## config.mk

```make
export PLATFORM = sky130hd
export DESIGN_NAME = if_fetch_unit
export DESIGN_NICKNAME = d
export VERILOG_FILES = /design/src/rtl/rv_fetch_pkg.sv /design/src/rtl/fetch_fifo.sv /design/src/rtl/if_fetch_unit.sv
export SDC_FILE = /design/constraint.sdc
export NUM_CORES = 1
export LEC_CHECK = 0
export BUFFER_PORTS_ARGS = -buffer_cell sky130_fd_sc_hd__buf_2
export CAP_MARGIN = 10
export CELL_PAD_IN_SITES_DETAIL_PLACEMENT = 0
export CELL_PAD_IN_SITES_GLOBAL_PLACEMENT = 1
export CORE_UTILIZATION = 25
export DETAILED_ROUTE_END_ITERATION = 10
export GPL_TIMING_DRIVEN = 1
export PLACE_DENSITY_LB_ADDON = 0.1
export SLEW_MARGIN = 20
export SYNTH_ARGS = -nofsm -noshare
export SYNTH_HDL_FRONTEND = slang
export SYNTH_SLANG_ARGS = --single-unit
```

## constraint.sdc

```tcl
create_clock -name clk -period 15.45 [get_ports clk]
set_input_delay 3.09 -clock clk [delete_from_list [all_inputs] [get_ports clk]]
set_output_delay 3.09 -clock clk [all_outputs]
set_load 0.03 [all_outputs]
```

## src/rtl/rv_fetch_pkg.sv

```systemverilog
// Shared types and constants for the RV32I instruction-fetch stage.
package rv_fetch_pkg;

  // Canonical NOP (addi x0, x0, 0), used as the payload of a misaligned-target entry
  localparam logic [31:0] NOP_INST = 32'h0000_0013;

  // One prefetched instruction as handed to decode
  typedef struct packed {
    logic [31:0] pc;
    logic [31:0] inst;
    logic        misaligned;
  } fetch_entry_t;

endpackage

```

## src/rtl/fetch_fifo.sv

```systemverilog
// Synchronous prefetch FIFO of fetch_entry_t with push, pop and flush.
// A flush empties the queue; a push in the same cycle lands as the sole entry.
module fetch_fifo
  import rv_fetch_pkg::*;
#(
  parameter int unsigned DEPTH = 2
) (
  input  logic                       clk,
  input  logic                       rst,
  input  logic                       push_i,
  input  fetch_entry_t               push_data_i,
  input  logic                       pop_i,
  input  logic                       flush_i,
  output fetch_entry_t               head_o,
  output logic [$clog2(DEPTH):0]     count_o,
  output logic                       full_o,
  output logic                       empty_o
);

  localparam int unsigned AW = $clog2(DEPTH);
  localparam int unsigned CW = AW + 1;

  fetch_entry_t    mem_q [DEPTH];
  logic [AW-1:0]   rd_ptr_q, wr_ptr_q;
  logic [CW-1:0]   count_q;
  logic            do_pop;
  logic [AW-1:0]   wr_addr;

  assign empty_o = (count_q == '0);
  assign full_o  = (count_q == CW'(DEPTH));
  assign count_o = count_q;
  assign head_o  = mem_q[rd_ptr_q];
  assign do_pop  = pop_i && !empty_o;
  assign wr_addr = flush_i ? '0 : wr_ptr_q;

  // Storage array: written on push, no reset needed
  always_ff @(posedge clk) begin
    if (push_i) begin
      mem_q[wr_addr] <= push_data_i;
    end
  end

  // Pointer and occupancy bookkeeping; flush restarts both pointers at slot 0
  always_ff @(posedge clk) begin
    if (!rst) begin
      rd_ptr_q <= '0;
      wr_ptr_q <= '0;
      count_q  <= '0;
    end else if (flush_i) begin
      rd_ptr_q <= '0;
      wr_ptr_q <= push_i ? AW'(1) : '0;
      count_q  <= push_i ? CW'(1) : '0;
    end else begin
      if (push_i) begin
        wr_ptr_q <= wr_ptr_q + AW'(1);
      end
      if (do_pop) begin
        rd_ptr_q <= rd_ptr_q + AW'(1);
      end
      count_q <= count_q + CW'(push_i) - CW'(do_pop);
    end
  end

endmodule

```

## src/rtl/if_fetch_unit.sv

```systemverilog
// Instruction-fetch stage: PC register, memory request credits, response
// drop counter for redirects, and a prefetch FIFO feeding decode.
// Optional feature macro: FETCH_MISALIGN_TRAP_EN (misaligned targets produce a
// single flagged NOP entry and halt fetch until the next redirect/trap).
module if_fetch_unit
  import rv_fetch_pkg::*;
#(
  parameter int unsigned DEPTH    = 2,
  parameter logic [31:0] RESET_PC = 32'h0000_0000
) (
  input  logic        clk,
  input  logic        rst,
  output logic        imem_req_valid,
  input  logic        imem_req_ready,
  output logic [31:0] imem_addr,
  input  logic        imem_rsp_valid,
  input  logic [31:0] imem_rsp_data,
  input  logic        redirect_valid,
  input  logic [31:0] redirect_pc,
  input  logic        trap_valid,
  input  logic [31:0] trap_pc,
  output logic        out_valid,
  input  logic        out_ready,
  output logic [31:0] out_pc,
  output logic [31:0] out_inst,
  output logic        out_misaligned
);

  localparam int unsigned CW = $clog2(DEPTH) + 1;

`ifdef FETCH_MISALIGN_TRAP_EN
  localparam bit MISALIGN_EN = 1'b1;
`else
  localparam bit MISALIGN_EN = 1'b0;
`endif

  logic [31:0]   pc_q, pc_d;
  logic [31:0]   rsp_pc_q, rsp_pc_d;     // PC of the next response that will be kept
  logic [CW-1:0] outstanding_q, outstanding_d;
  logic [CW-1:0] drop_cnt_q, drop_cnt_d;
  logic          halted;

  logic          redir;
  logic [31:0]   target_raw, target;
  logic          target_mis;
  logic          pop;
  logic          req_fire;
  logic [CW:0]   credits_used;
  logic          fifo_push, fifo_full, fifo_empty;
  logic [CW-1:0] fifo_count;
  fetch_entry_t  push_entry, head;

  // Redirect mux: trap entry/return outranks a branch in the same cycle
  assign redir      = trap_valid || redirect_valid;
  assign target_raw = trap_valid ? trap_pc : redirect_pc;
  assign target_mis = MISALIGN_EN && (target_raw[1:0] != 2'b00);
  assign target     = MISALIGN_EN ? target_raw : {target_raw[31:2], 2'b00};

  // A same-cycle pop frees a slot before any new response can land, so it
  // counts as a returned credit; this keeps one request per cycle flowing.
  assign pop          = out_valid && out_ready;
  assign credits_used = {1'b0, outstanding_q} + {1'b0, fifo_count} - {{CW{1'b0}}, pop};

  assign imem_req_valid = rst && !halted && !redir && (credits_used < (CW+1)'(DEPTH));
  assign imem_addr      = pc_q;
  assign req_fire       = imem_req_valid && imem_req_ready;

  // Responses are kept only when nothing is owed to the drop counter and no
  // redirect is flushing the queue; a misaligned target injects its own entry.
  always_comb begin
    fifo_push  = 1'b0;
    push_entry = '{pc: rsp_pc_q, inst: imem_rsp_data, misaligned: 1'b0};
    if (redir) begin
      fifo_push  = target_mis;
      push_entry = '{pc: target, inst: NOP_INST, misaligned: 1'b1};
    end else if (imem_rsp_valid && (drop_cnt_q == '0)) begin
      fifo_push = 1'b1;
    end
  end

  // Next-state for PC, response PC, outstanding and drop counters
  always_comb begin
    pc_d          = pc_q;
    rsp_pc_d      = rsp_pc_q;
    drop_cnt_d    = drop_cnt_q;
    outstanding_d = outstanding_q + CW'(req_fire) - CW'(imem_rsp_valid);
    if (redir) begin
      pc_d       = target;
      rsp_pc_d   = target;
      // Everything still in flight after this cycle belongs to the old stream
      drop_cnt_d = outstanding_q - CW'(imem_rsp_valid);
    end else begin
      if (req_fire) begin
        pc_d = pc_q + 32'd4;
      end
      if (imem_rsp_valid) begin
        if (drop_cnt_q != '0) begin
          drop_cnt_d = drop_cnt_q - CW'(1);
        end else begin
          rsp_pc_d = rsp_pc_q + 32'd4;
        end
      end
    end
  end

  // State registers
  always_ff @(posedge clk) begin
    if (!rst) begin
      pc_q          <= RESET_PC;
      rsp_pc_q      <= RESET_PC;
      outstanding_q <= '0;
      drop_cnt_q    <= '0;
    end else begin
      pc_q          <= pc_d;
      rsp_pc_q      <= rsp_pc_d;
      outstanding_q <= outstanding_d;
      drop_cnt_q    <= drop_cnt_d;
    end
  end

`ifdef FETCH_MISALIGN_TRAP_EN
  logic halted_q;

  // Halt after a misaligned target; only a fresh redirect/trap resumes fetch
  always_ff @(posedge clk) begin
    if (!rst) begin
      halted_q <= 1'b0;
    end else if (redir) begin
      halted_q <= target_mis;
    end
  end

  assign halted = halted_q;
`else
  assign halted = 1'b0;
`endif

  fetch_fifo #(.DEPTH(DEPTH)) u_fifo (
    .clk         (clk),
    .rst         (rst),
    .push_i      (fifo_push),
    .push_data_i (push_entry),
    .pop_i       (pop),
    .flush_i     (redir),
    .head_o      (head),
    .count_o     (fifo_count),
    .full_o      (fifo_full),
    .empty_o     (fifo_empty)
  );

  assign out_valid      = !fifo_empty;
  assign out_pc         = head.pc;
  assign out_inst       = head.inst;
  assign out_misaligned = MISALIGN_EN && head.misaligned;

  // The credit rule must never let a response find the queue full
  assert property (@(posedge clk) disable iff (!rst) !(fifo_push && fifo_full && !redir));

endmodule

```

# After elaboration in Yosys (flattened, before gate mapping)
# Memory sizes are Yosys's and may differ from the RTL's. A register that Yosys moved wholly into a read port is not among the register bits.
# Index checks and enable logic that the tools add are counted.
[totals]
mem_count = 1
ramBits = 130
out_inout_bits = 99
elab_cells = 67
regBits = 72
in_bits = 103
[op_classes]
n_addsub = 12
n_bitwise = 2
n_mux = 21
order_cmp = 1
n_reduce_logical = 20
n_eq_ne = 1
[memory_table]
columns = ["name", "depth", "width", "read_ports", "rd_clocked_by_memory_dff", "write_ports", "line", "rtl"]
rows = [
  ["u_fifo.mem_q", 2, 65, 1, 1, 1, "fetch_fifo.sv:23", "fetch_entry_t mem_q [DEPTH];"],
]
[ops]
columns = ["cell", "n"]
rows = [
  ["two-way mux 32 bit", 6],
  ["two-way mux 65 bit", 1],
  ["adder 32 x 3 -> 32 bit, second input constant", 2],
  ["two-way mux 1 bit", 10],
  ["nonzero test 2 bit", 5],
  ["two-way mux 2 bit", 4],
  ["logical AND 1 bit", 6],
  ["AND reduction 2 bit", 3],
  ["subtractor 2 x 1 -> 2 bit", 3],
  ["adder 2 x 1 -> 2 bit", 2],
  ["zero test 2 bit", 2],
  ["adder 2 x 2 -> 3 bit", 1],
  ["< comparator 3 x 2 -> 1 bit, second input constant", 1],
  ["subtractor 3 x 1 -> 3 bit", 1],
  ["adder 1 bit, second input constant", 2],
  ["zero test 1 bit", 2],
  ["!= test 2 bit, second input constant", 1],
  ["inverter 1 bit", 2],
  ["OR reduction 2 bit", 1],
  ["subtractor 2 x 1 -> 2 bit, second input constant", 1],
  ["logical OR 1 bit", 1],
]

# Longest topological paths before layout
# Gate-level depths: netlist of the first run.
[depth]
depth_word = 9
ltp_mapped = 17
depth_no_buf = 16

# Hierarchy
# From an unflattened synthesis of the first run, not the netlist that was laid out.
[unflattened]
cells_unflattened = 883
hier_area_um2 = 9877.0
[by_module_without_submodules]
columns = ["mod", "n_inst", "cells_each", "area_each_um2", "seq_area_each_um2"]
rows = [
  ["fetch_fifo", 1, 229, 5144.9, 4003.8],
  ["if_fetch_unit", 1, 654, 4732.0, 1281.2],
]

# Worst setup path after synthesis of the first run
# Ideal clock, no wire load.
[synth_path]
kind = "input port to flip-flop"
from = "in redirect_valid"
to = "mem u_fifo.mem_q[0][10] (netlist bit), enable pin"
stages = 5
arrival_time_ns = 8.162
slack_ns = 6.730
setup_time_ns = 0.558
cell_sequence = "buf_4 or2_2 buf_2 clkbuf_1 nor3_1"
[synth_between]
elab_chain_len = 4
[synth_lines]
columns = ["element", "line", "rtl"]
rows = [
  ["from (decl)", "if_fetch_unit.sv:18", "input logic redirect_valid,"],
  ["logical OR 1 bit *", "if_fetch_unit.sv:54", "assign redir = trap_valid || redirect_valid;"],
  ["two-way mux 1 bit", "if_fetch_unit.sv:73", "if (redir) begin"],
  ["two-way mux 1 bit", "fetch_fifo.sv:38", "if (push_i) begin"],
  ["two-way mux 1 bit (implied by the code)", "fetch_fifo.sv:39", "mem_q[wr_addr] <= push_data_i;"],
  ["to (decl)", "fetch_fifo.sv:23", ""],
]
# Mark *: on every way between the ends. The rest lies on a longest branch, timed or not.

# Final worst setup path of the first run
[layout_path]
from = "in out_ready"
to = "out imem_req_valid"
[layout_between]
elab_chain_len = 4
[layout_lines]
columns = ["element", "line", "rtl"]
rows = [
  ["from (decl)", "if_fetch_unit.sv:23", "input logic out_ready,"],
  ["logical AND 1 bit", "if_fetch_unit.sv:61", "assign pop = out_valid && out_ready;"],
  ["subtractor 3 x 1 -> 3 bit", "if_fetch_unit.sv:62", "assign credits_used = {1'b0, outstanding_q} + {1'b0, fifo_count} - {{CW{1'b0}}, pop};"],
  ["< comparator 3 x 2 -> 1 bit", "if_fetch_unit.sv:64", "assign imem_req_valid = rst && !halted && !redir && (credits_used < (CW+1)'(DEPTH));"],
  ["logical AND 1 bit", "if_fetch_unit.sv:64", ""],
  ["to (decl)", "if_fetch_unit.sv:13", "output logic imem_req_valid,"],
]
# Every way passes these cells.

==> results of run 1 <==
[metal layers]
layer  global-route usage, %  vias to the layer above  wire [microns]
met5                       0                        -               0
met3                    3.02                       22            1270
met2                    23.5                      204           12900
li1                        -                     3473               -
met1                    21.7                     3458           14600
met4                    5.45                        0             403
[area by class of cell]
| class | instances | area, sq um | share of cell area (%) |
|---|---|---|---|
| clock buffer | 20 | 437 | 3.85 |
| clock inverter | 12 | 156 | 1.38 |
| inverter | 16 | 60.1 | 0.530 |
| multi-input combinational | 568 | 3940 | 34.8 |
| tap | 468 | 586 | 5.17 |
| sequential | 193 | 5110 | 45.1 |
| timing repair buffer | 203 | 1040 | 9.21 |
[logic make-up (layout without fill, tap and decap cells)]
kind of cell             count (synthesis)  after routing  share of synthesized area, %
XOR/XNOR                                18             18                          1.69
AND/OR/NAND/NOR                        252            252                          15.1
multiplexers                            66             66                          7.93
buffers and inverters                   67            251                          3.19
adder cells (fa/ha/maj)                 10             10                          1.42
AO/OA/AOI/OAI                          217            217                          15.8
flip-flops                             193            193                          54.8
other                                    1              5                        0.0403
[stage by stage]
stage / setup WS (ns) / util, % / area (sq um)
global route: 7.38 / 31.0 / 11300
floorplan: 6.73 / - / 9330
global placement: 7.47 / 29.3 / 10700
CTS: 7.49 / 31.0 / 11300
finish: 7.51 / 31.0 / 11300
detailed placement: 7.51 / 29.3 / 10700
[cells in the mapped netlist (all sizes together), types with 5 or more instances]
cell and instances:
nor4 7, and3 10, a31oi 10, xnor2 10
o211a 6, dfxtp 69, a22oi 14, o21ai 43
xor2 8, a21oi 52, a211oi 16, a21o 18
nor3 24, nand4 21, edfxtp 124, mux2 62
buf 19, inv 15, nand2 63, clkbuf 32
o31ai 6, and2 35, o221a 6, nor2 46
ha 9, nand3 25, a22o 17, or3 5
o21a 5
[flip-flops by register name, summed over array words and instances (netlist names), named ones only]
name             cells
u_fifo.count_o       2
u_fifo.wr_ptr_q      1
rsp_pc_q            30
u_fifo.rd_ptr_q      1
drop_cnt_q           2
u_fifo.mem_q       124
outstanding_q        2
imem_addr           30
[power breakdown]
| group | switching (mW) | internal, mW | total (mW) |
|---|---|---|---|
| registers | 0.0168 | 0.567 | 0.584 |
| clock network | 0.205 | 0.256 | 0.461 |
| logic | 0.103 | 0.0526 | 0.155 |
| total | 0.324 | 0.876 | 1.20 |
[path summary, 6_finish.rpt]
kind                           startpoint  slack [ns]                          to  cells past startpoint
min reg2reg     rsp_pc_q[20]$_SDFFE_PN0P_        0.52   rsp_pc_q[20]$_SDFFE_PN0P_                      2
max reg2reg  u_fifo.count_o[1]$_SDFF_PP0_       11.94  imem_addr[28]$_SDFFE_PN0P_                     12
max                             out_ready        7.51              imem_req_valid                      9
min             rsp_pc_q[20]$_SDFFE_PN0P_        0.52   rsp_pc_q[20]$_SDFFE_PN0P_                      2
[worst reg2reg max path, stage by stage (launching register included)]
cell      delay, ns
dfxtp_1        0.30
inv_1          0.10
nand2_1        0.08
and2_1         0.19
ha_1           0.28
inv_1          0.07
nand2_1        0.07
fa_1           0.41
xnor2_1        0.38
or2_1          0.48
nand2_1        0.54
a311oi_1       0.41
a211oi_1       0.08
==> metrics.txt, run 1 <==
outcome=finished, final reports clean; pwr dens=106 nW/um^2; layout cell share with drive strength beyond 1=32.0%; Die Outline Area=38000 sq um; leakage dissipation=4.38 nW; Total GRT Usage=15.4%; area of the core=36600 sq um; data required time of the worst path=12.36 ns; initial antenna violation count=0; starting utilization of the core area=25.4%; sort of element at the start of the critical path=input port; Worst path most repeated cell=buf_2; critical path peak fanout=5; Post-Place Cells=1448; clock network latency to the later pin of the worst-skew pair=0.45 ns; portion of synthesized cell area occupied by the leading cell type=40.0%; # hold bufs at CTS=0; worst path arrival time=4.85 ns; Slowest-stage cell, CP=fa_1; maximum resistive drop on vdd=78.8 uV; horizontal die dimension=195 microns; worst clock skew=0.0122 ns; largest net degree at the start of global routing=63; area growth from synthesis to final layout=21.7%; cell area after synthesis=9310 sq um; min cycle time layout=7.94 ns; number of design rule violations left after detail routing=0; Finish-stage setup viols=0; ratio of final minimum period to clock period=51.4%; maxcap violations=0; via count of the first global-routing pass=7006; critical path start-end classification=in2out; number of buffer cells added on primary ports=192; commonest register cell after synthesis=edfxtp_1; placed wire-length estimate after detailed placement=19.4 mm; diodes inserted=0; Largest stage delay, worst path=0.41 ns; share of the yosys chip area belonging to registers=54.8%; Fillers=3847; Post-Synthesis Mean Instance Area=11.3 sq um; final instance count without filler cells=1480; max-slew violation count=0; Boundary Pins=202; CTS buffer count=17; clock slew seen by the registers of the worst setup and hold paths=0.07 ns; final wirelength=29.2 mm; number of vias in the routed layout=7157; cells taking the most area after synthesis=edfxtp_1 40%, dfxtp_1 15%, mux2_2 7.5%, a21oi_1 2.8%, nand2_1 2.5%; detailed-router iteration count before antenna repair=4; buffer count from post-CTS setup fixing=0; Starting DRT DRC Count=320; Placer Congestion=0.768; highest clock frequency the design can meet=126 MHz; async set or reset register ratio after synthesis=0%; number of antenna-violating nets in the routed design=0; Crit. End Element=output port; commonest non-fill, non-tap cells in the layout=192 x buf_2, 124 x edfxtp_1, 68 x dfxtp_1, 63 x nand2_1, 62 x mux2_2; post-synthesis sequential element count=193; worst slack on hold paths=0.519 ns; most common cell after layout, fill and taps aside=buf_2; area leader, netlist=edfxtp_1; Final Hold Vio Count=0; GR Overflow Total=0; Synth Instances=824; dominant delay contributor by cell family on the critical path=adder cells; sum of buffers and inverters on the critical path=3; unrepaired setup endpoints after global routing=no; wire length of the first global-routing pass=43.8 mm; number of nets in the layout=1112; number of synthesized flops with an enable pin=124; number of placement rows=70; count of cells resized by post-cts repair=0; transition at the pin with the smallest max-transition slack=0.989 ns; TritonCTS clock tree=yes; Die Y-Extent=195 microns; root buf cell=clkbuf_16; # H-tree levels=4; setup TNS after final layout=0 ns; worst path cell trace=buf_2 -> and2_1 -> ha_1 -> inv_1 -> nand2_1 -> fa_1 -> xnor2_1 -> nor3b_1 -> buf_2; average wire per standard cell=19.7 microns; total power draw=1.20 mW; number of warning messages in the yosys log=0; via/cell ratio=4.84; # clock sinks=193; min-delay worst type=reg2reg; tightest slew margin relative to the limit=34.1%; count of unique library cells instantiated by Yosys=69; maximum clock insertion buffer count=2
Power figures use the tool's default switching activity.
==> run 2, diff against run 1 <==
clock period = 7.15 ns   (was 15.45 ns; I/O delays follow)
==> run 2 against run 1 <==
  * Die area stayed put
  * Global-route usage is 0.14 points higher
  * Via count is 0.20% lower
  * Total power is 110% higher
  * Combinational power is 120% higher
  * Count of clock-buffer cells in the layout is 1 lower
  * Largest cell class unchanged
  * Largest power group unchanged
  * Sequential cell count stayed put
  * Register-to-register slack worse by 8.3 ns
  * Sequential power is 120% higher
  * Clock power is 92% higher
  * Final area is 0.70% lower
==> metrics.txt, run 2 (same netlist as run 1, synthesis figures left out) <==
# hold bufs at CTS=0; Die Y-Extent=195 microns; GR Overflow Total=0; sort of element at the start of the critical path=input port; number of buffer cells added on primary ports=192; max reg flops=124; number of design rule violations left after detail routing=0; pwr dens=221 nW/um^2; final wirelength=29.2 mm; largest net degree at the start of global routing=63; setup TNS after final layout=0 ns; clock slew seen by the registers of the worst setup and hold paths=0.07 ns; most crowded layer after global routing=met2; leakage dissipation=4.34 nW; met2 GRT Util=24.1%; wire length of the first global-routing pass=44.3 mm; tightest slew margin relative to the limit=34.0%; highest clock frequency the design can meet=214 MHz; min-delay worst type=reg2reg; transition at the pin with the smallest max-transition slack=0.991 ns; most common cell after layout, fill and taps aside=buf_2; layout cell share with drive strength beyond 1=31.8%; min cycle time layout=4.66 ns; buffer count from post-CTS setup fixing=0; CTS buffer count=17; TritonCTS clock tree=yes; maxcap violations=0; Final Hold Vio Count=0; area of the core=36600 sq um; launch point of the worst path=out_ready; # H-tree levels=4; placed wire-length estimate after detailed placement=19.7 mm; diodes inserted=0; number of antenna-violating nets in the routed design=0; fin worst setup slack=2.49 ns; Total GRT Usage=15.6%; area growth from synthesis to final layout=20.9%; detailed-router iteration count before antenna repair=5; via/cell ratio=4.83; largest register by flop count=u_fifo.mem_q; starting utilization of the core area=25.4%; Critical R2R Launch=u_fifo.count_o[1]$_SDFF_PP0_; count of cells resized by post-cts repair=0; critical path start-end classification=in2out; Starting DRT DRC Count=392; worst min-delay path startpoint=imem_addr[4]$_SDFFE_PN0P_; ratio of final minimum period to clock period=65.2%; unrepaired setup endpoints after global routing=no; clock network latency to the later pin of the worst-skew pair=0.45 ns; number of nets in the layout=1111; commonest non-fill, non-tap cells in the layout=192 x buf_2, 124 x edfxtp_1, 68 x dfxtp_1, 63 x nand2_1, 62 x mux2_2; number of placement rows=70; Boundary Pins=202; maximum clock insertion buffer count=2; root buf cell=clkbuf_16; worst clock skew=0.0111 ns; max-slew violation count=0; via count of the first global-routing pass=7178; global routing usage on met1=21.6%; initial antenna violation count=0; worst path arrival time=3.23 ns; worst slack, placed=2.49 ns; Crit. End Element=output port; Finish-stage setup viols=0; maximum resistive drop on vdd=164 uV; data required time of the worst path=5.72 ns; Placer Congestion=0.760; # clock sinks=193; number of vias in the routed layout=7143; horizontal die dimension=195 microns; met3 capacity usage during global routing=3.35%; outcome=finished, final reports clean; critical path peak fanout=5; average wire per standard cell=19.7 microns; Die Outline Area=38000 sq um
run 2: cell types whose count changed in the layout (fill, tap and decap cells not counted):
cell        change
bufinv_16       -3
clkinv_1        +3
clkinv_4        +2
buf_4           -1
clkbuf_1        -1
clkinv_2        -1
clkinvlp_4      +1
inv_6           -1
run 2: where the power goes:
group | internal, mW | leakage, nW | switching (mW)
Sequential | 1.23 | 1.72 | 0.0363
Clock | 0.445 | 0.251 | 0.442
Combinational | 0.113 | 2.37 | 0.222
Total | 1.78 | 4.34 | 0.700
run 2: final cells by class:
class                           instances  area (sq um)
Fill cell                            3868         25400
Sequential cell                       193          5110
Multi-Input combinational cell        568          3940
Timing Repair Buffer                  202          1040
Tap cell                              468           586
Clock buffer                           19           433
Clock inverter                         13          88.8
Inverter                               16          60.1
run 2: layer usage:
layer | wire [microns] | vias up
met5 | 0 | -
met4 | 486 | 0
met3 | 1390 | 28
met2 | 13000 | 198
met1 | 14300 | 3454
li1 | - | 3463
run 2: path summary, 6_finish.rpt:
kind / to / slack, ns / depth (start not counted)
worst max register to register: imem_addr[28]$_SDFFE_PN0P_ / 3.66 / 12
worst max-delay path: imem_req_valid / 2.49 / 9
worst min-delay path: imem_addr[4]$_SDFFE_PN0P_ / 0.52 / 2
worst min register to register: imem_addr[4]$_SDFFE_PN0P_ / 0.52 / 2
run 2: per-stage QoR:
stage               hold slack [ns]  cell area (sq um)  power, mW  utilization [%]  instances
floorplan                     0.464               9330       1.50                -        828
CTS                           0.520              11300       2.53             30.7       1479
global route                  0.542              11300       2.60             30.7       1479
finish                        0.516              11300       2.48             30.7       1479
global placement              0.505              10700       1.63             29.3       1447
detailed placement            0.500              10700       1.62             29.3       1447
run 2: worst max-delay path, cell delays in order:
cell and delay, ns:
buf_2 0.09, and2_1 0.17, ha_1 0.28, inv_1 0.07
nand2_1 0.07, fa_1 0.41, xnor2_1 0.21, nor3b_1 0.27
buf_2 0.24
